$ cat src/rtl/i2s_rx_param.sv
// Parametrised I2S / left-justified receiver: oversamples bck/lrck/sd on mck and
// presents one stereo pair per frame with a single-cycle sample_valid strobe.
//
// state     | meaning
// WAIT_SYNC | discard data until ws goes 1->0 (start of a left slot)
// RUN       | capture left/right slots continuously
module i2s_rx_param #(
  parameter int DATA_W      = 24,
  parameter int MODE        = 0,
  parameter int SYNC_STAGES = 2
) (
  input  logic              mck,
  input  logic              reset,
  input  logic              enable,
  input  logic              err_clr,
  input  logic              bck_in,
  input  logic              lrck_in,
  input  logic              sd_in,
  output logic [DATA_W-1:0] left_out,
  output logic [DATA_W-1:0] right_out,
  output logic              sample_valid,
  output logic              frame_err
);

  localparam int CNT_W = $clog2(DATA_W + 1);
  localparam logic [CNT_W-1:0] CNT_MAX = CNT_W'(DATA_W);

  typedef enum logic {WAIT_SYNC = 1'b0, RUN = 1'b1} state_t;

  state_t                 state;
  logic [SYNC_STAGES-1:0] bck_sync, lrck_sync, sd_sync;
  logic                   bck_d;
  logic                   rise_q1, rise_q2, ws_q1, ws_q2, sd_q1, sd_q2;
  logic                   ws_prev, left_done;
  logic [CNT_W-1:0]       cnt, cnt_inc, fin_cnt, cnt_start;
  logic [DATA_W-1:0]      sh, sh_ins, fin_sh, sh_start, left_hold;
  logic                   boundary;

  // Rise event is delayed two extra mck cycles together with its ws/sd samples.
  assign boundary = rise_q2 && (ws_q2 != ws_prev);

  always_comb begin
    sh_ins  = sh;
    cnt_inc = (cnt < CNT_MAX) ? cnt + CNT_W'(1) : cnt;
    for (int i = 0; i < DATA_W; i++) begin
      if (cnt == CNT_W'(DATA_W - 1 - i)) sh_ins[i] = sd_q2;
    end
  end

  // Philips mode: boundary bit closes the old slot; left-justified: it opens the new one.
  always_comb begin
    if (MODE == 0) begin
      fin_sh    = sh_ins;
      fin_cnt   = cnt_inc;
      sh_start  = '0;
      cnt_start = '0;
    end else begin
      fin_sh    = sh;
      fin_cnt   = cnt;
      sh_start  = {sd_q2, {(DATA_W-1){1'b0}}};
      cnt_start = CNT_W'(1);
    end
  end

  always_ff @(posedge mck) begin
    sample_valid <= 1'b0;
    if (err_clr) frame_err <= 1'b0;

    if (!reset || !enable) begin
      bck_sync  <= '0;
      lrck_sync <= '0;
      sd_sync   <= '0;
      bck_d     <= 1'b0;
      rise_q1   <= 1'b0;
      rise_q2   <= 1'b0;
      ws_q1     <= 1'b0;
      ws_q2     <= 1'b0;
      sd_q1     <= 1'b0;
      sd_q2     <= 1'b0;
      ws_prev   <= 1'b0;
      left_done <= 1'b0;
      state     <= WAIT_SYNC;
      cnt       <= '0;
      sh        <= '0;
      left_hold <= '0;
    end else begin
      bck_sync  <= {bck_sync[SYNC_STAGES-2:0], bck_in};
      lrck_sync <= {lrck_sync[SYNC_STAGES-2:0], lrck_in};
      sd_sync   <= {sd_sync[SYNC_STAGES-2:0], sd_in};
      bck_d     <= bck_sync[SYNC_STAGES-1];
      rise_q1   <= bck_sync[SYNC_STAGES-1] & ~bck_d;
      ws_q1     <= lrck_sync[SYNC_STAGES-1];
      sd_q1     <= sd_sync[SYNC_STAGES-1];
      rise_q2   <= rise_q1;
      ws_q2     <= ws_q1;
      sd_q2     <= sd_q1;

      if (rise_q2) begin
        ws_prev <= ws_q2;
        if (state == WAIT_SYNC) begin
          if (ws_prev && !ws_q2) begin
            state     <= RUN;
            sh        <= sh_start;
            cnt       <= cnt_start;
            left_done <= 1'b0;
          end
        end else if (boundary) begin
          sh  <= sh_start;
          cnt <= cnt_start;
          if (fin_cnt != CNT_MAX) frame_err <= 1'b1;
          if (!ws_prev) begin
            left_hold <= fin_sh;
            left_done <= 1'b1;
          end else begin
            left_done <= 1'b0;
            if (left_done) begin
              left_out     <= left_hold;
              right_out    <= fin_sh;
              sample_valid <= 1'b1;
            end
          end
        end else begin
          sh  <= sh_ins;
          cnt <= cnt_inc;
        end
      end
    end

    if (!reset) begin
      left_out  <= '0;
      right_out <= '0;
      frame_err <= 1'b0;
    end
  end

endmodule

$ cat config.mk
export PLATFORM = sky130hd
export DESIGN_NAME = i2s_rx_param
export DESIGN_NICKNAME = d
export VERILOG_FILES = /design/src/rtl/i2s_rx_param.sv
export SDC_FILE = /design/constraint.sdc
export NUM_CORES = 1
export LEC_CHECK = 0
export BUFFER_PORTS_ARGS = -buffer_cell sky130_fd_sc_hd__buf_2
export CAP_MARGIN = 5
export CORE_ASPECT_RATIO = 1.1
export CORE_UTILIZATION = 50
export DETAILED_ROUTE_END_ITERATION = 16
export PLACE_DENSITY = 0.67
export SLEW_MARGIN = 20
export SYNTH_ARGS = -nofsm -noshare
export SYNTH_HDL_FRONTEND = slang
export SYNTH_SLANG_ARGS = --single-unit
$ cat constraint.sdc
create_clock -name mck -period 5.45 [get_ports mck]
set_input_delay 1.3625 -clock mck [delete_from_list [all_inputs] [get_ports mck]]
set_output_delay 1.3625 -clock mck [all_outputs]
set_load 0.01 [all_outputs]
After elaboration in Yosys (flattened, before gate mapping). Index checks and enable logic that the tools add are counted. W data, S select, Z words.

Add/sub/neg operators: 1. $lt $le $gt $ge: 1. Equal/unequal tests: 26. Muxes and demuxes: 44. Bitwise gates (word level): 7. Reductions and logical operators: 13.

Operators with widths (number): $mux W24 (3); $eq A5 B4 Y1 const B (8); $eq A5 B5 Y1 const B (8); $mux W1 (37); $eq A5 B3 Y1 const B (4); $mux W5 (4); $eq A5 B2 Y1 const B (2); $not A1 Y1 (6); $reduce_and A6 Y1 (1); $add A5 B1 Y5 const B (1); $eq A5 B1 Y1 const B (1); $logic_not A5 Y1 (1); $lt A5 B5 Y1 const B (1); $ne A5 B5 Y1 const B (1); $reduce_or A5 Y1 (1); $reduce_and A4 Y1 (1); $logic_not A1 Y1 (3); $reduce_and A3 Y1 (1); $logic_and A1 B1 Y1 (2); $ne A2 B1 Y1 const B (1); $reduce_and A2 Y1 (1); $reduce_bool A2 Y1 (1); $and A1 B1 Y1 (1); $logic_or A1 B1 Y1 (1); $ne A1 B1 Y1 (1).

Flip-flop bits (word level): 119. Output and inout port bits: 50. Logic and storage cells: 112.

Depth between registers and ports, before layout. Gate-level depths: netlist of the first run.

Depth in word-level cells: 8. Mapped depth: 9. Mapped depth without buffers: 7.

Worst setup path before layout of the first run. Ideal clock, no wire load.

Path type: in2reg. Start: input port reset. End: register right_out[18]. Arrival time: 2662 ps. Required time: 5334 ps. Path slack: 2672 ps. Stages: 9. Path through: buf_4 nand2_2 or4_1 buf_2 clkinv_2 buf_6 buf_6 nand2_1 o211a_1.

Word-level cells in the longest chain between the ends: 4.

RTL lines: from (decl) (line 13) `input logic reset,`; $logic_not A1 Y1; $logic_or A1 B1 Y1 (line 69) `if (!reset || !enable) begin`; $not A1 Y1 (no source line); $reduce_and A6 Y1 (no source line); to (signal assigned) (line 118) `right_out <= fin_sh;`; to (decl) (line 20) `output logic [DATA_W-1:0] right_out,`.

Several ways; a longest one is shown, not always the timed one. A chain may end at the register's enable or synchronous reset.

Worst setup path in the final report of the first run.
Start: input port enable. End: register left_out[17].

Word-level cells in the longest chain between the ends: 4.

RTL lines: from (decl) (line 14) `input logic enable,`; $logic_not A1 Y1 (line 69); $logic_or A1 B1 Y1 (line 69); $not A1 Y1 (no source line); $reduce_and A6 Y1 (no source line); to (signal assigned) (line 117) `left_out <= left_hold;`; to (decl) (line 19) `output logic [DATA_W-1:0] left_out,`.

No other way between the ends.

==> results of run 1 <==
==> Yosys cell counts (all sizes together) <==
cell,count,area (µm²)
nand4,2,12.5
nor4bb,12,120
o32ai,1,8.76
dfxtp,119,2380
a22oi,1,7.51
o21ai,21,105
a2bb2oi,15,131
clkbuf,33,124
a211oi,16,120
a311oi,1,8.76
mux2i,18,180
nand3,2,10.0
o211a,16,160
nand2,76,288
inv,6,22.5
nor2b,4,25.0
a221oi,1,8.76
nor2,69,259
mux2,8,90.1
or4,1,7.51
clkinv,1,5.00
and3,14,87.6
buf,14,115
a32o,8,80.1
a21oi,9,45.0
ha,6,75.1
nor3,2,10.0
o21a,1,7.51
and2,2,12.5
nand4b,7,61.3
a21boi,25,195
nor4b,4,35.0
or3,2,12.5
o22ai,1,6.26
==> through the flow <==
stage | total power (W) | setup slack [ns] | util [%]
finish | 0.00202 | 2.17 | 60.4
global route | 0.00209 | 1.98 | 60.4
CTS | 0.00204 | 1.74 | 60.4
detailed placement | 0.000913 | 1.22 | 53.9
global placement | 0.000912 | 1.30 | 53.9
floorplan | 0.000906 | 2.67 | -
==> state kept, by name, indices dropped and copies added, names as in the netlist <==
name and flops:
sample_valid 1, sd_q2 1, left_out 24, bck_d 1, left_done 1, frame_err 1, left_hold 24, sh 24
rise_q1 1, sd_sync 2, right_out 24, cnt 5, state 1, rise_q2 1, bck_sync 2, ws_q2 1
ws_prev 1, sd_q1 1, lrck_sync 2, ws_q1 1
==> per-layer routing <==
layer,part of all wire [%],routed length (µm),global-route usage [%],vias to the layer above
met5,0,0,0,-
met4,1.0,105,8.85,0
met3,4.1,429,4.95,8
met2,52,5400,37.9,86
met1,43,4530,27.5,1782
li1,-,-,-,1883
==> worst reg2reg max path: stages (launching register included) <==
cell and delay, ns:
dfxtp_1 0.33, inv_1 0.04, ha_1 0.37, or4_2 1.05
clkinv_2 0.71, nand2_1 0.13, a21boi_0 0.23
==> kinds of logic (layout without fill, tap and decap cells) <==
kind of cell	Yosys count	after routing	synth area share [%]
adder cells (fa/ha/maj)	6	6	1.56
buffers and inverters	54	99	5.53
AO/OA/AOI/OAI	116	116	18.4
multiplexers	26	26	5.61
flip-flops	119	119	49.4
AND/OR/NAND/NOR	197	197	19.5
==> power groups by stage <==
stage | clock network, W | registers, W | logic [W]
4_1_cts | 0.00114 | 0.000872 | 0.0000217
6_report | 0.00113 | 0.000872 | 0.0000215
2_1_floorplan | 0 | 0.000891 | 0.0000157
3_3_place_gp | 0 | 0.000891 | 0.0000214
5_1_grt | 0.00119 | 0.000871 | 0.0000238
3_5_place_dp | 0 | 0.000891 | 0.0000216
==> cell type report <==
class                   count  area, µm²  area share (%)
flip-flops and latches    119       2380            42.2
multi-input cells         345       2180            38.5
clock buffers              17        414            7.33
repair buffers             60        310            5.49
clock inverters            15        191            3.39
well taps                 117        146            2.59
inverters                   7       27.5           0.487
==> path summary, 6_finish.rpt <==
path	end	slack (ns)	depth (start not counted)
min reg2reg	rise_q1$_SDFF_PP0_	0.38	1
min	rise_q1$_SDFF_PP0_	0.38	1
max reg2reg	left_out[17]$_SDFFE_PN0P_	2.50	6
max	left_out[17]$_SDFFE_PN0P_	2.17	6
==> results by group, run 1 <==
STA
  • Slew Viols, Final: 0
  • Final-report hold violation count: 0
  • Slew headroom: 35.4%
  • Maximum clock rate: 305 MHz
  • Hold_ws: 0.385 ns
  • Crit share post-route: around three fifths
  • Worst Skew: 0.00836 ns
  • Setup_tns: 0 ns
  • Min Tclk post-route: 3.28 ns
  • Final setup viols: 0
  • RSZ-0062 raised after global routing: no
  • Measured slew at the worst slew-check pin: approximately 0.97 ns

Clock tree
  • Clock latency at the later pin of the worst-skew pair: roughly 0.51 ns
  • CTS clock-pin slew for the worst setup and hold paths: 0.06 ns
  • Clk buf depth: 2
  • Post-CTS sizing: 0
  • Setup Fix Bufs, Post-CTS: 0
  • Post-CTS Hold Buffers: 0
  • CTS H-Tree Depth: 4
  • TritonCTS clock tree: done
  • Number of CTS-inserted buffers: 17
  • Root Buffer: clkbuf_8
  • Clk sink count: 119

Critical path
  • R2R Path Start: ws_q2$_SDFF_PP0_
  • Worst path slowest cell: or4_2
  • WS Path Type: in2reg
  • CP required: 5.86 ns
  • Critical path's top delay family: simple AND/OR/NAND/NOR gates
  • Crit-path max FO: 65
  • Worst setup path start: enable
  • CP Buf/Inv Count: 2
  • Crit-path max cell delay: 1.00 ns
  • Critical Path Sink Type: flop
  • Data arrival, critical path: 3.69 ns
  • Worst-path cell chain: buf_2 -> nand2_2 -> or4_2 -> clkinv_2 -> nand2_1 -> a21boi_0
  • Nature of the critical path startpoint: input pin

Die
  • Core Footprint: around 9400 µm²
  • Chip width: 95.6 µm
  • Die area: ~10,000 µm²
  • Initial Util: 51.5%
  • Rows: 37
  • DIE HEIGHT: 105 µm
  • Io pins: 57

Finish
  • Design Area, Final: roughly 5600 µm²
  • Share of cells above drive strength 1: 18.8%
  • Synth-to-Final Area Change: 17.2%
  • Fillcell total: about 810
  • Commonest non-fill, non-tap cell in the layout: dfxtp_1
  • Post-route insts no fill: 680
  • Commonest cells after routing, fill and taps aside: 119 x dfxtp_1, 75 x nand2_1, 69 x nor2_1, 56 x buf_2, 18 x mux2i_1
  • Nets: 563
  • # diodes: 0

Synthesis
  • Synth unique cells: 42
  • Number of synthesized register bits: 119
  • Syn avg cell area: 9.30 µm²
  • Mapped Cells: around 520
  • Post-Syn Area: 4820 µm²
  • Seq/Total Area, Yosys: about half
  • Synth warn: 0
  • Mapped Nets: 531

Drt
  • DRC Markers: 0
  • Via count: 3,759
  • 1st-pass router iterations: 4
  • 1st-iter DRT viols: ~230
  • Final WL: 10,500 µm
  • Final ANT Viol Nets: 0
  • Routed length per placed instance: 15.4 µm
  • Via density: 5.53

Global routing
  • GRT Util Overall: 22.5%
  • Pin count of the biggest net entering global routing: 66
  • Number of global-route vias before repair: approximately 3,700
  • Grt total ovfl: 0
  • Initial antenna violation count: 0
  • Global-route wire length before repair: 17,400 µm

Hold path
  • Hold_sp: bck_d$_SDFF_PP0_
  • Worst hold path type: reg2reg

Power
  • Sw power: 0.000438 W
  • Combinational power share: 1.1%
  • Maximum vdd drop: roughly 0.00022 V
  • Clock group share of total power: 55.9%
  • Pleak: 2.43 nW
  • Switching part of the total: 21.7%
  • Power Density: 358 nW/µm²
  • Share of total power in sequential cells: 43.1%
  • P_int: 0.00159 W

Place
  • Placement Cell Area: 5040 µm²
  • Post-DP HPWL: 6470 µm
  • RD Place Congestion: 0.780
  • Inst Count DP: around 650
  • IO buf count: 56

Run status
  • Status: finished, final reports clean

Flow run
  • Max_cap viols: 0
Power figures use the tool's default switching activity.
==> run 2: changes to the inputs <==
ABC_AREA = 1   (was not set)
clock period = 3.3 ns   (was 5.45 ns; I/O delays follow)
==> run 2 against run 1 <==
Die area is 1.5% lower. Via count grew 7.9%. Register-to-register slack got worse by 1.3 ns. Clock power increased by 77%. Critical path depth did not move. Largest cell class unchanged. Utilization up 1.9 points. Hold slack better by 0.0072 ns. Routed wire length increased by 0.12%.
==> results by group, run 2 <==
Run status
  • Status: finished, final reports clean

Global routing
  • Initial antenna violation count: 0
  • Pin count of the biggest net entering global routing: 73
  • Grt total ovfl: 0
  • GRT Util Overall: a little under a quarter
  • Number of global-route vias before repair: 3,764
  • Global-route wire length before repair: 17,500 µm

Drt
  • 1st-pass router iterations: 7
  • Routed length per placed instance: 12.9 µm
  • Via count: 4,057
  • Via density: between 5 and 6
  • Final WL: between 10,000 and 15,000 µm
  • Final ANT Viol Nets: 0
  • 1st-iter DRT viols: around 270
  • DRC Markers: 0

Critical path
  • Nature of the critical path startpoint: flop
  • Worst reg2reg endpoint: left_out[11]$_SDFFE_PN0P_
  • Crit-path max cell delay: 0.48 ns
  • Worst-path cell chain: ha_1 -> nor2_4 -> nand4_4 -> inv_4 -> o21ai_0 -> a21oi_1
  • R2R Path Start: ws_prev$_SDFFE_PP0P_
  • Critical path's top delay family: flip-flops
  • Worst path slowest cell: dfxtp_1
  • Worst setup path start: ws_prev$_SDFFE_PP0P_
  • R2r setup slk: 1.23 ns
  • CP Buf/Inv Count: 1
  • Data arrival, critical path: 2.50 ns
  • Critical Path Sink Type: flop
  • CP required: 3.73 ns
  • WS Path Type: reg2reg
  • Crit-path max FO: around 70
  • Worst r2r path cells: 6

Finish
  • Share of cells above drive strength 1: between 10 and 15%
  • Synth-to-Final Area Change: 19.0%
  • Commonest non-fill, non-tap cell in the layout: nand2_1
  • Reg area: 2380 µm²
  • Commonest cells after routing, fill and taps aside: 171 x nand2_1, 119 x dfxtp_1, 102 x a21oi_1, 80 x inv_1, 56 x buf_2
  • # diodes: 0
  • Nets: 696
  • Multi-input combinational cell area: 1840 µm²
  • Fillcell total: approximately 830

STA
  • Setup_tns: 0 ns
  • Slew headroom: 36.7%
  • Maximum clock rate: 483 MHz
  • Measured slew at the worst slew-check pin: 0.948 ns
  • Final-report hold violation count: 0
  • RSZ-0062 raised after global routing: no
  • Slew Viols, Final: 0
  • Min Tclk post-route: 2.07 ns
  • Final setup viols: 0
  • Worst Skew: 0.0115 ns
  • Crit share post-route: 62.7%
  • Hold_ws: 0.392 ns

Synthesis
  • Ys flop type: dfxtp_1
  • Syn avg cell area: 7.43 µm²
  • Top cells by area, synth: dfxtp_1 50%, nand2_1 14%, a21oi_1 11%
  • Synth unique cells: 23
  • Number of synthesized register bits: 119
  • Synth warn: 0
  • Synth cell count leaders: 171 x nand2_1, 119 x dfxtp_1, 102 x a21oi_1
  • Post-synth top area share: 50.2%
  • Mapped Nets: 652
  • Post-Syn Area: 4750 µm²
  • Seq/Total Area, Yosys: 50.2%
  • Mapped Cells: between 600 and 700
  • Cell with the most instances after synthesis: nand2_1
  • EDFF count, synth: 0
  • Ys async rst share: 0%
  • Cell taking the most area after synthesis: dfxtp_1

Die
  • Core Footprint: 9050 µm²
  • Initial Util: 52.4%
  • DIE HEIGHT: 104 µm
  • Rows: 36
  • Io pins: between 50 and 60
  • Die area: 9890 µm²
  • Chip width: ~95 µm

Power
  • Power Density: 615 nW/µm²
  • Maximum vdd drop: ~0.00034 V
  • Pleak: 2.36 nW

Hold path
  • Hold_sp: bck_d$_SDFF_PP0_
  • Hold path cells: 1
  • Min-Delay Endpoint: rise_q1$_SDFF_PP0_
  • Worst hold path type: reg2reg

Clock tree
  • CTS H-Tree Depth: 4
  • Root Buffer: clkbuf_8
  • CTS clock-pin slew for the worst setup and hold paths: 0.06 ns
  • Clk sink count: ~120
  • Number of CTS-inserted buffers: 17
  • Post-CTS sizing: 0
  • Setup Fix Bufs, Post-CTS: 0
  • Post-CTS Hold Buffers: 0
  • Clock latency at the later pin of the worst-skew pair: roughly 0.52 ns
  • TritonCTS clock tree: done
  • Clk buf depth: 2

Place
  • Post-DP HPWL: ~6700 µm
  • IO buf count: 56
  • RD Place Congestion: 0.761

Flow run
  • Max_cap viols: 0
## run 2: changes by cell type after synthesis, moves of 18 or more
cell,change
nand2_1,+96
mux2i_1,-18
o21ai_0,+33
nor2_1,-38
a21oi_1,+93
clkbuf_1,-19
o21ai_1,+18
inv_1,+74
## run 2: cell families after synthesis
| logic type | Yosys count | synth area share [%] |
|---|---|---|
| flip-flops | 119 | 50.2 |
| buffers and inverters | 119 | 11.0 |
| AO/OA/AOI/OAI | 176 | 18.7 |
| adder cells (fa/ha/maj) | 6 | 1.58 |
| AND/OR/NAND/NOR | 219 | 18.6 |
## run 2: worst max path at each step
stage                                            to  slack (ns)  cells past startpoint
final                     left_out[11]$_SDFFE_PN0P_        1.23                      6
after global routing      left_out[10]$_SDFFE_PN0P_        1.06                      6
after CTS                 left_out[11]$_SDFFE_PN0P_        1.22                      6
after detailed placement  left_out[11]$_SDFFE_PN0P_        1.20                      7
after global placement         frame_err$_SDFF_PN0_        1.23                      6
after floorplan            left_out[0]$_SDFFE_PN0P_        1.52                      7
## run 2: power breakdown
group | leakage, nW | switching, W | total, W | internal, W
clock network | 0.310 | 0.000669 | 0.00200 | 0.00133
logic | 1.09 | 0.0000263 | 0.0000331 | 0.00000680
registers | 0.959 | 0.000000576 | 0.00144 | 0.00144
## run 2: per-layer routing
metal / track usage [%] / routed length (µm) / share of wire (%) / vias up
met1: 29.1 / 4920 / 47 / 1816
met3: 5.63 / 582 / 5.6 / 13
met5: 0 / 0 / 0 / -
met4: 8.55 / 178 / 1.7 / 0
met2: 36.0 / 4790 / 46 / 110
li1: - / - / - / 2118
## run 2: per-stage QoR
step / instance area (µm²) / power [W] / worst slack [ns] / utilization, % / instances
floorplan: 4750 / 0.00149 / 1.52 / - / 639
global placement: 5000 / 0.00150 / 1.23 / 55.2 / 778
detailed placement: 5000 / 0.00150 / 1.20 / 55.2 / 778
finish: 5650 / 0.00347 / 1.23 / 62.4 / 810
CTS: 5650 / 0.00350 / 1.22 / 62.4 / 810
global route: 5650 / 0.00357 / 1.06 / 62.4 / 810
## run 2: worst reg2reg max path, cell delays in order (launching register included)
cell and delay, ns:
dfxtp_1 0.48, ha_1 0.33, nor2_4 0.22, nand4_4 0.14
inv_4 0.46, o21ai_0 0.20, a21oi_1 0.16
## run 2: area by class of cell
cell class	count	area share [%]
clock inverter	13	3.86
multi-input combinational	401	32.6
clock buffer	19	7.65
inverter	84	5.63
tap	114	2.53
sequential	119	42.2
timing repair buffer	60	5.50
